$ cat config.mk
export PLATFORM = sky130hd
export DESIGN_NAME = pipe_flush_ctrl
export DESIGN_NICKNAME = d
export VERILOG_FILES = /design/src/rtl/pipe_flush_ctrl_pkg.sv /design/src/rtl/pipe_flush_ctrl.sv
export SDC_FILE = /design/constraint.sdc
export NUM_CORES = 1
export LEC_CHECK = 0
export BUFFER_PORTS_ARGS = -buffer_cell sky130_fd_sc_hd__buf_2
export CORE_MARGIN = 2
export CORE_UTILIZATION = 48
export CTS_CLUSTER_DIAMETER = 40
export CTS_CLUSTER_SIZE = 28
export DETAILED_ROUTE_END_ITERATION = 8
export PLACE_DENSITY = 0.86
export SLEW_MARGIN = 20
export SYNTH_ARGS = -nofsm -noshare
export SYNTH_HDL_FRONTEND = slang
export SYNTH_SLANG_ARGS = --single-unit
export TNS_END_PERCENT = 100
$ cat constraint.sdc
create_clock -name clk -period 3.8 [get_ports clk]
set_input_delay 0.57 -clock clk [delete_from_list [all_inputs] [get_ports clk]]
set_output_delay 0.57 -clock clk [all_outputs]
set_load 0.03 [all_outputs]
$ cat src/rtl/pipe_flush_ctrl_pkg.sv
// -----------------------------------------------------------------------------
// pipe_flush_ctrl_pkg
// Shared CPU definitions used by the pipeline flush controller: the flush FSM
// state encoding and the exception code (ecode) constants reported by WB.
// -----------------------------------------------------------------------------
package pipe_flush_ctrl_pkg;

  // Flush controller FSM states.
  typedef enum logic [1:0] {
    ST_IDLE  = 2'd0,  // waiting for an exception / ertn commit
    ST_DRAIN = 2'd1,  // holding pipe_flush while in-flight work drains
    ST_REDIR = 2'd2   // presenting the redirect target to IF
  } flush_state_e;

  // Exception codes as carried on ws_ecode.
  localparam logic [5:0] ECODE_INT  = 6'h00;
  localparam logic [5:0] ECODE_ADEF = 6'h08;
  localparam logic [5:0] ECODE_ALE  = 6'h09;
  localparam logic [5:0] ECODE_SYS  = 6'h0b;
  localparam logic [5:0] ECODE_BRK  = 6'h0c;
  localparam logic [5:0] ECODE_INE  = 6'h0d;

  // Width of the drain down-counter (FLUSH_CYCLES is limited to 1..7).
  localparam int unsigned DRAIN_CNT_W = 3;

endpackage : pipe_flush_ctrl_pkg

$ cat src/rtl/pipe_flush_ctrl.sv
// -----------------------------------------------------------------------------
// pipe_flush_ctrl
// Turns a WB exception or ertn commit into a pipeline flush followed by a
// redirect request to IF. The flush is asserted combinationally in the commit
// cycle, held for FLUSH_CYCLES further drain cycles, and then the latched
// target (exception entry or ertn return address) is offered to IF until it
// is accepted. Commits arriving while a sequence is in progress are ignored.
//
// Parameters
//   FLUSH_CYCLES   drain cycles after the trigger cycle (1..7)
// Ports
//   clk            rising-edge clock
//   resetn         asynchronous active-low reset
//   ws_ex          WB exception commit (already qualified by WB valid)
//   ertn_flush     WB ertn commit (already qualified by WB valid)
//   ws_ecode       WB exception code
//   ws_pc          WB PC (informational, not used for the redirect)
//   csr_eentry     exception entry address
//   csr_era        ertn return address
//   redirect_ready IF accepts the redirect
//   pipe_flush     kill all valid bits in IF/ID/EX/MEM/WB
//   redirect_valid redirect request to IF
//   redirect_pc    redirect target, zero while redirect_valid is low
//   busy           controller not in IDLE
//   ex_count       committed exception count, saturating at 16'hFFFF
//   last_ecode     ecode of the last accepted exception
// -----------------------------------------------------------------------------
module pipe_flush_ctrl
  import pipe_flush_ctrl_pkg::*;
#(
  parameter int unsigned FLUSH_CYCLES = 2
) (
  input  logic        clk,
  input  logic        resetn,
  input  logic        ws_ex,
  input  logic        ertn_flush,
  input  logic [5:0]  ws_ecode,
  input  logic [31:0] ws_pc,
  input  logic [31:0] csr_eentry,
  input  logic [31:0] csr_era,
  input  logic        redirect_ready,
  output logic        pipe_flush,
  output logic        redirect_valid,
  output logic [31:0] redirect_pc,
  output logic        busy,
  output logic [15:0] ex_count,
  output logic [5:0]  last_ecode
);

  localparam logic [DRAIN_CNT_W-1:0] DRAIN_LOAD = DRAIN_CNT_W'(FLUSH_CYCLES - 1);

  flush_state_e           state;
  flush_state_e           state_next;
  logic [DRAIN_CNT_W-1:0] drain_cnt;
  logic [31:0]            target;
  logic                   trigger;
  logic                   ws_pc_unused;

  // The WB PC is part of the commit bundle but the redirect never needs it.
  assign ws_pc_unused = ^ws_pc;

  // Gating with resetn keeps the combinational flush low while reset is held,
  // so every output reads zero for the whole reset window.
  assign trigger = resetn && (state == ST_IDLE) && (ws_ex || ertn_flush);

  // NOTE: all state below uses non-blocking assignments so every register
  // samples the pre-edge values, independent of statement order.
  always_ff @(posedge clk or negedge resetn) begin
    if (!resetn) begin
      state      <= ST_IDLE;
      drain_cnt  <= '0;
      target     <= '0;
      ex_count   <= '0;
      last_ecode <= '0;
    end else begin
      state <= state_next;

      if (trigger) begin
        drain_cnt <= DRAIN_LOAD;
        // An exception beats a simultaneous ertn.
        target    <= ws_ex ? csr_eentry : csr_era;
      end else if (state == ST_DRAIN && drain_cnt != '0) begin
        drain_cnt <= drain_cnt - 1'b1;
      end

      if (trigger && ws_ex) begin
        if (ex_count != 16'hFFFF) begin
          ex_count <= ex_count + 16'd1;
        end
        last_ecode <= ws_ecode;
      end
    end
  end

  // NOTE: every signal written here gets a default first, so no path through
  // the case statement can leave one unassigned and infer a latch.
  always_comb begin
    state_next     = state;
    pipe_flush     = 1'b0;
    redirect_valid = 1'b0;

    unique case (state)
      ST_IDLE: begin
        pipe_flush = trigger;
        if (trigger) begin
          state_next = ST_DRAIN;
        end
      end
      ST_DRAIN: begin
        pipe_flush = 1'b1;
        if (drain_cnt == '0) begin
          state_next = ST_REDIR;
        end
      end
      ST_REDIR: begin
        redirect_valid = 1'b1;
        // No timeout: IF may stall the redirect for as long as it needs.
        if (redirect_ready) begin
          state_next = ST_IDLE;
        end
      end
      default: begin
        state_next = ST_IDLE;
      end
    endcase
  end

  assign redirect_pc = redirect_valid ? target : 32'h0;
  assign busy        = (state != ST_IDLE);

endmodule : pipe_flush_ctrl

Yosys cells after proc, flatten, opt, wreduce, memory -nomap -nowiden
Index checks and enable logic that the tools add are counted.
{ "op_classes": {"addsub": 2, "eq_ne": 6, "muxes": 10, "reduce_logical": 12} }
{ "ops": {"columns": ["op", "count"], "rows": [
  ["two-way mux 32 bit", 2],
  ["adder 16 x 1 -> 16 bit (second input constant)", 1],
  ["!= test 16 bit (second input constant)", 1],
  ["two-way mux 2 bit", 3],
  ["two-way mux 3 bit", 2],
  ["case mux 2 bit (3 select lines)", 1],
  ["logical AND 1 bit", 4],
  ["!= test 2 bit (second input constant)", 2],
  ["nonzero test 2 bit", 2],
  ["logical NOT 3 bit", 1],
  ["AND reduction 3 bit", 1],
  ["nonzero test 3 bit", 1],
  ["subtractor 3 x 1 -> 3 bit (second input constant)", 1],
  ["equality test 2 x 1 -> 1 bit (second input constant)", 1],
  ["equality test 2 bit (second input constant)", 1],
  ["logical NOT 2 bit", 1],
  ["!= test 2 x 1 -> 1 bit (second input constant)", 1],
  ["case mux 1 bit (2 select lines)", 1],
  ["AND reduction 2 bit", 1],
  ["logical OR 1 bit", 1],
  ["two-way mux 1 bit", 1]
]} }
{ "word_totals": {"register_bits": 59, "input_bits": 107, "output_inout_bits": 57, "word_cells": 35} }

Depth between registers and ports, before layout
Gate-level depths: netlist (run 1).
{ "depth": {"depth_word": 5, "ltp_mapped": 6} }

Worst setup path before layout (run 1)
No wires, ideal clock.
{ "synth_timing": {"path_kind": "flip-flop to output port", "from": "register state[1]", "to": "output redirect_pc[22]", "t_arrival_ps": 1479, "required_ps": 3230, "path_slack_ps": 1751, "stages_incl_launch_ff": 4, "cell_sequence": "dfrtp_1 > nor2b_1 > clkbuf_1 > and2_1"} }
{ "synth_between": {"elab_chain_len": 3} }
{ "synth_lines": {"columns": ["item", "line_no", "text"], "rows": [
  ["from (decl)", "pipe_flush_ctrl.sv:52", "flush_state_e state;"],
  ["from (signal assigned)", "pipe_flush_ctrl.sv:76", "state <= state_next;"],
  ["equality test 2 bit", "pipe_flush_ctrl.sv:102", "unique case (state)"],
  ["two-way mux 1 bit", "pipe_flush_ctrl.sv:102", null],
  ["named net redirect_valid", "pipe_flush_ctrl.sv:43", "output logic redirect_valid,"],
  ["two-way mux 32 bit", "pipe_flush_ctrl.sv:128", "assign redirect_pc = redirect_valid ? target : 32'h0;"],
  ["to (decl)", "pipe_flush_ctrl.sv:44", "output logic [31:0] redirect_pc,"]
]} }
The timed path passes the listed nets, and every way through them passes these cells.

Worst setup path after layout (run 1)
{ "layout_timing": {"from": "register state[1]", "to": "output redirect_pc[30]"} }
{ "layout_between": {"elab_chain_len": 3} }
{ "layout_lines": {"columns": ["item", "line_no"], "rows": [
  ["equality test 2 bit", "pipe_flush_ctrl.sv:102"],
  ["two-way mux 1 bit", "pipe_flush_ctrl.sv:102"],
  ["two-way mux 32 bit", "pipe_flush_ctrl.sv:128"]
]} }
No other way between the ends.

==> flow_summary.json, run 1 <==
{
  "outcome": "finished, final reports clean",
  "synth.top_cell.area_share_pct": 49.9,
  "placed_area_sq_um": 3700,
  "rr_startpoint": "ex_count[0]",
  "ff_latch_area_sq_um": 1480,
  "ys.flop_type": "dfrtp_1",
  "ys_warn_count": 0,
  "synth_edf_count": 0,
  "die_x_microns": 82.5,
  "r2r_slack_ns": 1.80,
  "critical_path.endpoint_type": "output port",
  "irDropWorstVdd_mv": 0.481,
  "clock-sinks": 59,
  "synthArstFlopShare_pct": 100,
  "syn_avg_cell_area_sq_um": 10.3,
  "antenna_found_initial": 0,
  "hpwlAfterDp_mm": 4.99,
  "crit_fanout": 34,
  "antenna_left": 0,
  "area_growth_pct": 31.0,
  "num_rows": 28,
  "die_area_sq_um": 6800,
  "diodes": 0,
  "yosysTopAreaCell": "dfrtp_1",
  "slowest_delay_ns": 0.88,
  "hold_buffers": 0,
  "critPathKind": "reg2out",
  "routed_wirelength_mm": 6.75,
  "fmax_mhz": 381,
  "p_total_mw": 2.62,
  "vias_per_cell": 5.10,
  "place.port_buffers": 131,
  "grt_setup_unrepaired": "false",
  "fill_cells": 487,
  "cts_buffers": 9,
  "clk_pin_slew_ns": 0.06,
  "cp.buffers_inverters": 1,
  "finClkSkew_ns": 0.00556,
  "cpMaxStageDelayCell": "nor2b_2",
  "hold_viol_final": 0,
  "ios": 164,
  "gr-total-overflow": 0,
  "finalSetupViolations": 0,
  "tns_ns": 0,
  "worst_ep_required_time_ns": 3.23,
  "drt_iter0_drc": 94,
  "cts_tree": "done",
  "synth_fp_nets": 396,
  "netlist_area_sq_um": 2960,
  "drc": 0,
  "final_net_count": 527,
  "relSlewSlack_pct": 29.6,
  "clkLatencyLatePin_ns": 0.33,
  "cp.arrival_ns": 2.06,
  "power_leakage_nw": 2.02,
  "synth_area_leaders": "dfrtp_1, mux2i_1, and2_1",
  "fin_crit_ns": 2.63,
  "cts_buffer_depth": 2,
  "ys_types": 32,
  "cts_post_setup_buffers_inserted": 0,
  "htreeDepth": 3,
  "seq_area_frac_synth_pct": 49.9,
  "crit_family": "simple AND/OR/NAND/NOR gates",
  "syn_inst": 286,
  "clock-root-buffer": "clkbuf_8",
  "layout-drive-gt1-share_pct": 38.9,
  "initial_core_util_pct": 49.9,
  "whs_ns": 0.241,
  "powerDensity_nw_per_um2": 676,
  "slew_violations": 0,
  "fin_area_sq_um": 3870,
  "tightestPinTransition_ns": 1.05,
  "rr_worst_depth": 5,
  "crit_path_start_kind": "register",
  "die_h_microns": 82.5,
  "grt_start_max_net_pins": 36,
  "globalplace.congestion": 0.800,
  "core-area_sq_um": 5920,
  "firstDrtPassIters": 4,
  "cts_resized": 0,
  "worstHoldPathType": "in2async",
  "grt_pass1_wl_mm": 10.3,
  "fin_crit_sh_pct": 69.1,
  "multi_input_area_sq_um": 1410,
  "wl_per_cell_microns": 13.6,
  "critical_path.cell_chain": "nor2b_2 > and2_1 > buf_2",
  "regToRegEndpoint": "ex_count[1]",
  "dr_total_vias": 2533,
  "max_cap_violations": 0,
  "grtUsageTotal_pct": 20.4,
  "ys_ff_latch": 59,
  "first_global_vias": 2379
}
## worst reg2reg max path, stage by stage (launching register included)
cell and delay, ns:
dfrtp_1 0.40, ha_1 0.23, nand4_1 0.19, nor4_4 0.61, nor2_1 0.16, mux2_2 0.30
## registers in the layout (all words and copies together) (netlist names)
| name | cells |
|---|---|
| last_ecode | 6 |
| state | 2 |
| drain_cnt | 3 |
| target | 32 |
| ex_count | 16 |
## synthesized netlist by cell type (all sizes together), types with 4 or more instances
| master | instances |
|---|---|
| mux2 | 8 |
| inv | 4 |
| nand3 | 7 |
| mux2i | 32 |
| xnor2 | 7 |
| nor2 | 36 |
| dfrtp | 59 |
| nand2 | 6 |
| xor2 | 9 |
| nor4 | 5 |
| a21oi | 33 |
| clkbuf | 9 |
| and2 | 33 |
| nand4 | 5 |
| buf | 7 |
| nor3 | 5 |
## how the worst max path moves through the flow
| stage | from | to | depth (start not counted) |
|---|---|---|---|
| floorplan | state[1] | redirect_pc[22] | 3 |
| global placement | resetn | ex_count[15] | 7 |
| detailed placement | resetn | ex_count[15] | 7 |
| CTS | state[1] | redirect_pc[4] | 3 |
| global route | state[1] | redirect_pc[30] | 3 |
| finish | state[1] | redirect_pc[30] | 3 |
## where the power goes
| group | internal, mW | leakage, nW | total [mW] | switching [mW] |
|---|---|---|---|---|
| Clock | 0.271 | 0.0905 | 0.500 | 0.229 |
| Combinational | 0.398 | 1.24 | 1.08 | 0.687 |
| Sequential | 0.884 | 0.689 | 1.03 | 0.150 |
| Total | 1.55 | 2.02 | 2.62 | 1.07 |
## cells by family after synthesis
group	synth area share, %
compound gates	6.43
flops	49.9
fa+ha+maj	1.27
mux	13.9
buf+inv	2.75
simple gates	21.0
xor+xnor	4.74
## cells in the final DEF (no fill, tap or decap), types with 3 or more instances in the layout
cell      instances
a21oi_1          33
and2_1           33
buf_2           131
buf_4             4
clkbuf_1          3
clkbuf_8         11
dfrtp_1          59
ha_1              3
inv_1             4
mux2_2            8
mux2i_1          32
nand2_1           6
nand3_1           7
nand4_1           5
nor2_1           35
nor3_1            5
nor4_1            3
or2_2             3
xnor2_1           7
xor2_1            9
## metal layers
metal	up-vias	share of wire (%)	GRT usage (%)
li1	1245	-	-
met1	1173	42	23.9
met2	105	50	34.4
met3	10	7.4	5.22
met4	0	1.1	10.5
met5	-	0	0
## layout make-up
| type | instances | area share (%) |
|---|---|---|
| tap | 75 | 2.42 |
| clock buffer | 14 | 4.20 |
| inverter | 4 | 0.388 |
| multi-input combinational | 207 | 36.4 |
| sequential | 59 | 38.1 |
| clock inverter | 2 | 0.258 |
| timing repair buffer | 136 | 18.2 |
## per-stage QoR
step | utilization [%] | instances | setup slack, ns
after floorplan | - | 286 | 1.75
after detailed placement | 62.5 | 481 | 1.25
after global routing | 65.4 | 497 | 0.999
after global placement | 62.5 | 481 | 1.27
after CTS | 65.4 | 497 | 1.13
final | 65.4 | 497 | 1.17
No activity file was read; power rests on OpenSTA's default activity.
==> inputs of run 2 (changes only) <==
--- a/config.mk
+++ b/config.mk
@@ -7,11 +7,11 @@
 export LEC_CHECK = 0
 export BUFFER_PORTS_ARGS = -buffer_cell sky130_fd_sc_hd__buf_2
 export CORE_MARGIN = 2
-export CORE_UTILIZATION = 48
+export CORE_UTILIZATION = 45
 export CTS_CLUSTER_DIAMETER = 40
 export CTS_CLUSTER_SIZE = 28
 export DETAILED_ROUTE_END_ITERATION = 8
-export PLACE_DENSITY = 0.86
+export PLACE_DENSITY = 0.81
 export SLEW_MARGIN = 20
 export SYNTH_ARGS = -nofsm -noshare
 export SYNTH_HDL_FRONTEND = slang
==> constraint.sdc (replaced) <==
create_clock -name clk -period 2.7 [get_ports clk]
set_input_delay 0.405 -clock clk [delete_from_list [all_inputs] [get_ports clk]]
set_output_delay 0.405 -clock clk [all_outputs]
set_load 0.03 [all_outputs]
==> flow_summary.json, run 2 (same netlist as run 1, synthesis figures left out) <==
{
  "globalplace.congestion": 0.771,
  "worst_ep_required_time_ns": 2.30,
  "final_cell_mix": "buf_2, dfrtp_1, nor2_1, a21oi_1, and2_1",
  "powerDensity_nw_per_um2": 943,
  "gr-total-overflow": 0,
  "cp.arrival_ns": 1.88,
  "initial_core_util_pct": 46.6,
  "routed_wirelength_mm": 6.75,
  "tightestPinTransition_ns": 0.712,
  "die_x_microns": 85.1,
  "outcome": "finished, final reports clean",
  "critical_path.endpoint_type": "output port",
  "antenna_found_initial": 0,
  "fin_crit_sh_pct": 84.7,
  "slew_violations": 0,
  "cts_post_setup_buffers_inserted": 0,
  "clock-sinks": 59,
  "max_cap_violations": 0,
  "crit_family": "simple AND/OR/NAND/NOR gates",
  "pre_cts_slack_ns": 0.729,
  "critical_path.cell_chain": "nor2b_2 > buf_4 > and2_1 > buf_2",
  "hold_buffers": 0,
  "cp.buffers_inverters": 2,
  "power_leakage_nw": 2.02,
  "grt_pass1_wl_mm": 11.2,
  "placed_cells": 484,
  "cpMaxStageDelayCell": "nor2b_2",
  "clock-root-buffer": "clkbuf_8",
  "hpwlAfterDp_mm": 4.98,
  "ios": 164,
  "core-area_sq_um": 6350,
  "fin_crit_ns": 2.29,
  "final_common_cell": "buf_2",
  "area_growth_pct": 30.5,
  "die_h_microns": 85.1,
  "fmax_mhz": 437,
  "cts_buffer_depth": 2,
  "worstHoldPathType": "in2async",
  "wl_per_cell_microns": 13.5,
  "largest_reg_flops": 32,
  "hold_viol_final": 0,
  "slowest_delay_ns": 0.46,
  "dr_total_vias": 2485,
  "clkLatencyLatePin_ns": 0.33,
  "die_area_sq_um": 7230,
  "antenna_left": 0,
  "first_global_vias": 2486,
  "grtUsageTotal_pct": 19.4,
  "vias_per_cell": 4.98,
  "worst_slack_ns": 0.414,
  "critPathKind": "reg2out",
  "grt_setup_unrepaired": "false",
  "firstDrtPassIters": 4,
  "relSlewSlack_pct": 52.5,
  "grt_start_max_net_pins": 60,
  "finalSetupViolations": 0,
  "finClkSkew_ns": 0.00808,
  "drt_iter0_drc": 96,
  "diodes": 0,
  "tns_ns": 0,
  "layout-drive-gt1-share_pct": 39.1,
  "cts_buffers": 9,
  "regMostFlops": "target",
  "num_rows": 29,
  "crit_path_start_kind": "register",
  "htreeDepth": 3,
  "drc": 0,
  "final_net_count": 528,
  "clk_pin_slew_ns": 0.06,
  "top_regs": "target x32, ex_count x16, last_ecode x6",
  "cts_tree": "done",
  "irDropWorstVdd_mv": 0.503,
  "place.port_buffers": 131,
  "stdcell_count": 499,
  "cts_resized": 0,
  "crit_fanout": 21
}
## run 2: cell count changes in the layout (fill, tap and decap cells not counted)
cell	before	now
clkinv_2	2	3
buf_12	1	0
buf_4	4	6
clkbuf_1	3	2
clkbuf_8	11	10
## run 2: path summary, 6_finish.rpt
path | end | cells past startpoint | startpoint | slack (ns)
setup / recovery | redirect_pc[14] | 4 | state[1] | 0.41
hold / removal | target[15] | 2 | resetn | 0.27
setup reg to reg | ex_count[1] | 5 | ex_count[0] | 0.71
hold reg to reg | ex_count[15] | 1 | ex_count[15] | 0.51
max in group asynchronous | ex_count[9] | 2 | resetn | 1.95
min in group clk | last_ecode[1] | 2 | ws_ecode[1] | 0.31
## run 2: report_power, final
| group | switching (mW) | internal, mW | total (mW) |
|---|---|---|---|
| Sequential | 0.206 | 1.24 | 1.45 |
| Clock | 0.315 | 0.348 | 0.664 |
| Combinational | 0.967 | 0.557 | 1.52 |
| Total | 1.49 | 2.15 | 3.64 |
## run 2: per-stage QoR
stage / total power [mW] / area (sq um) / hold slack [ns] / util (%)
finish: 3.64 / 3860 / 0.273 / 60.7
global route: 3.91 / 3860 / 0.295 / 60.7
CTS: 3.70 / 3860 / 0.297 / 60.7
detailed placement: 3.01 / 3700 / 0.487 / 58.2
global placement: 2.94 / 3700 / 0.485 / 58.2
floorplan: 2.54 / 2960 / 0.109 / -
## run 2: cell type report
| cell class | instances | area [sq um] |
|---|---|---|
| Tap cell | 77 | 96.3 |
| Inverter | 4 | 15.0 |
| Timing Repair Buffer | 137 | 701 |
| Fill cell | 555 | 2490 |
| Multi-Input combinational cell | 207 | 1410 |
| Clock inverter | 3 | 15.0 |
| Clock buffer | 12 | 145 |
| Sequential cell | 59 | 1480 |
## run 2: per-layer routing
metal / track usage [%] / vias to the layer above / routed length [microns]
li1: - / 1245 / -
met1: 24.1 / 1141 / 2880
met2: 32.0 / 90 / 3260
met3: 6.13 / 9 / 522
met4: 7.07 / 0 / 85
met5: 0 / - / 0
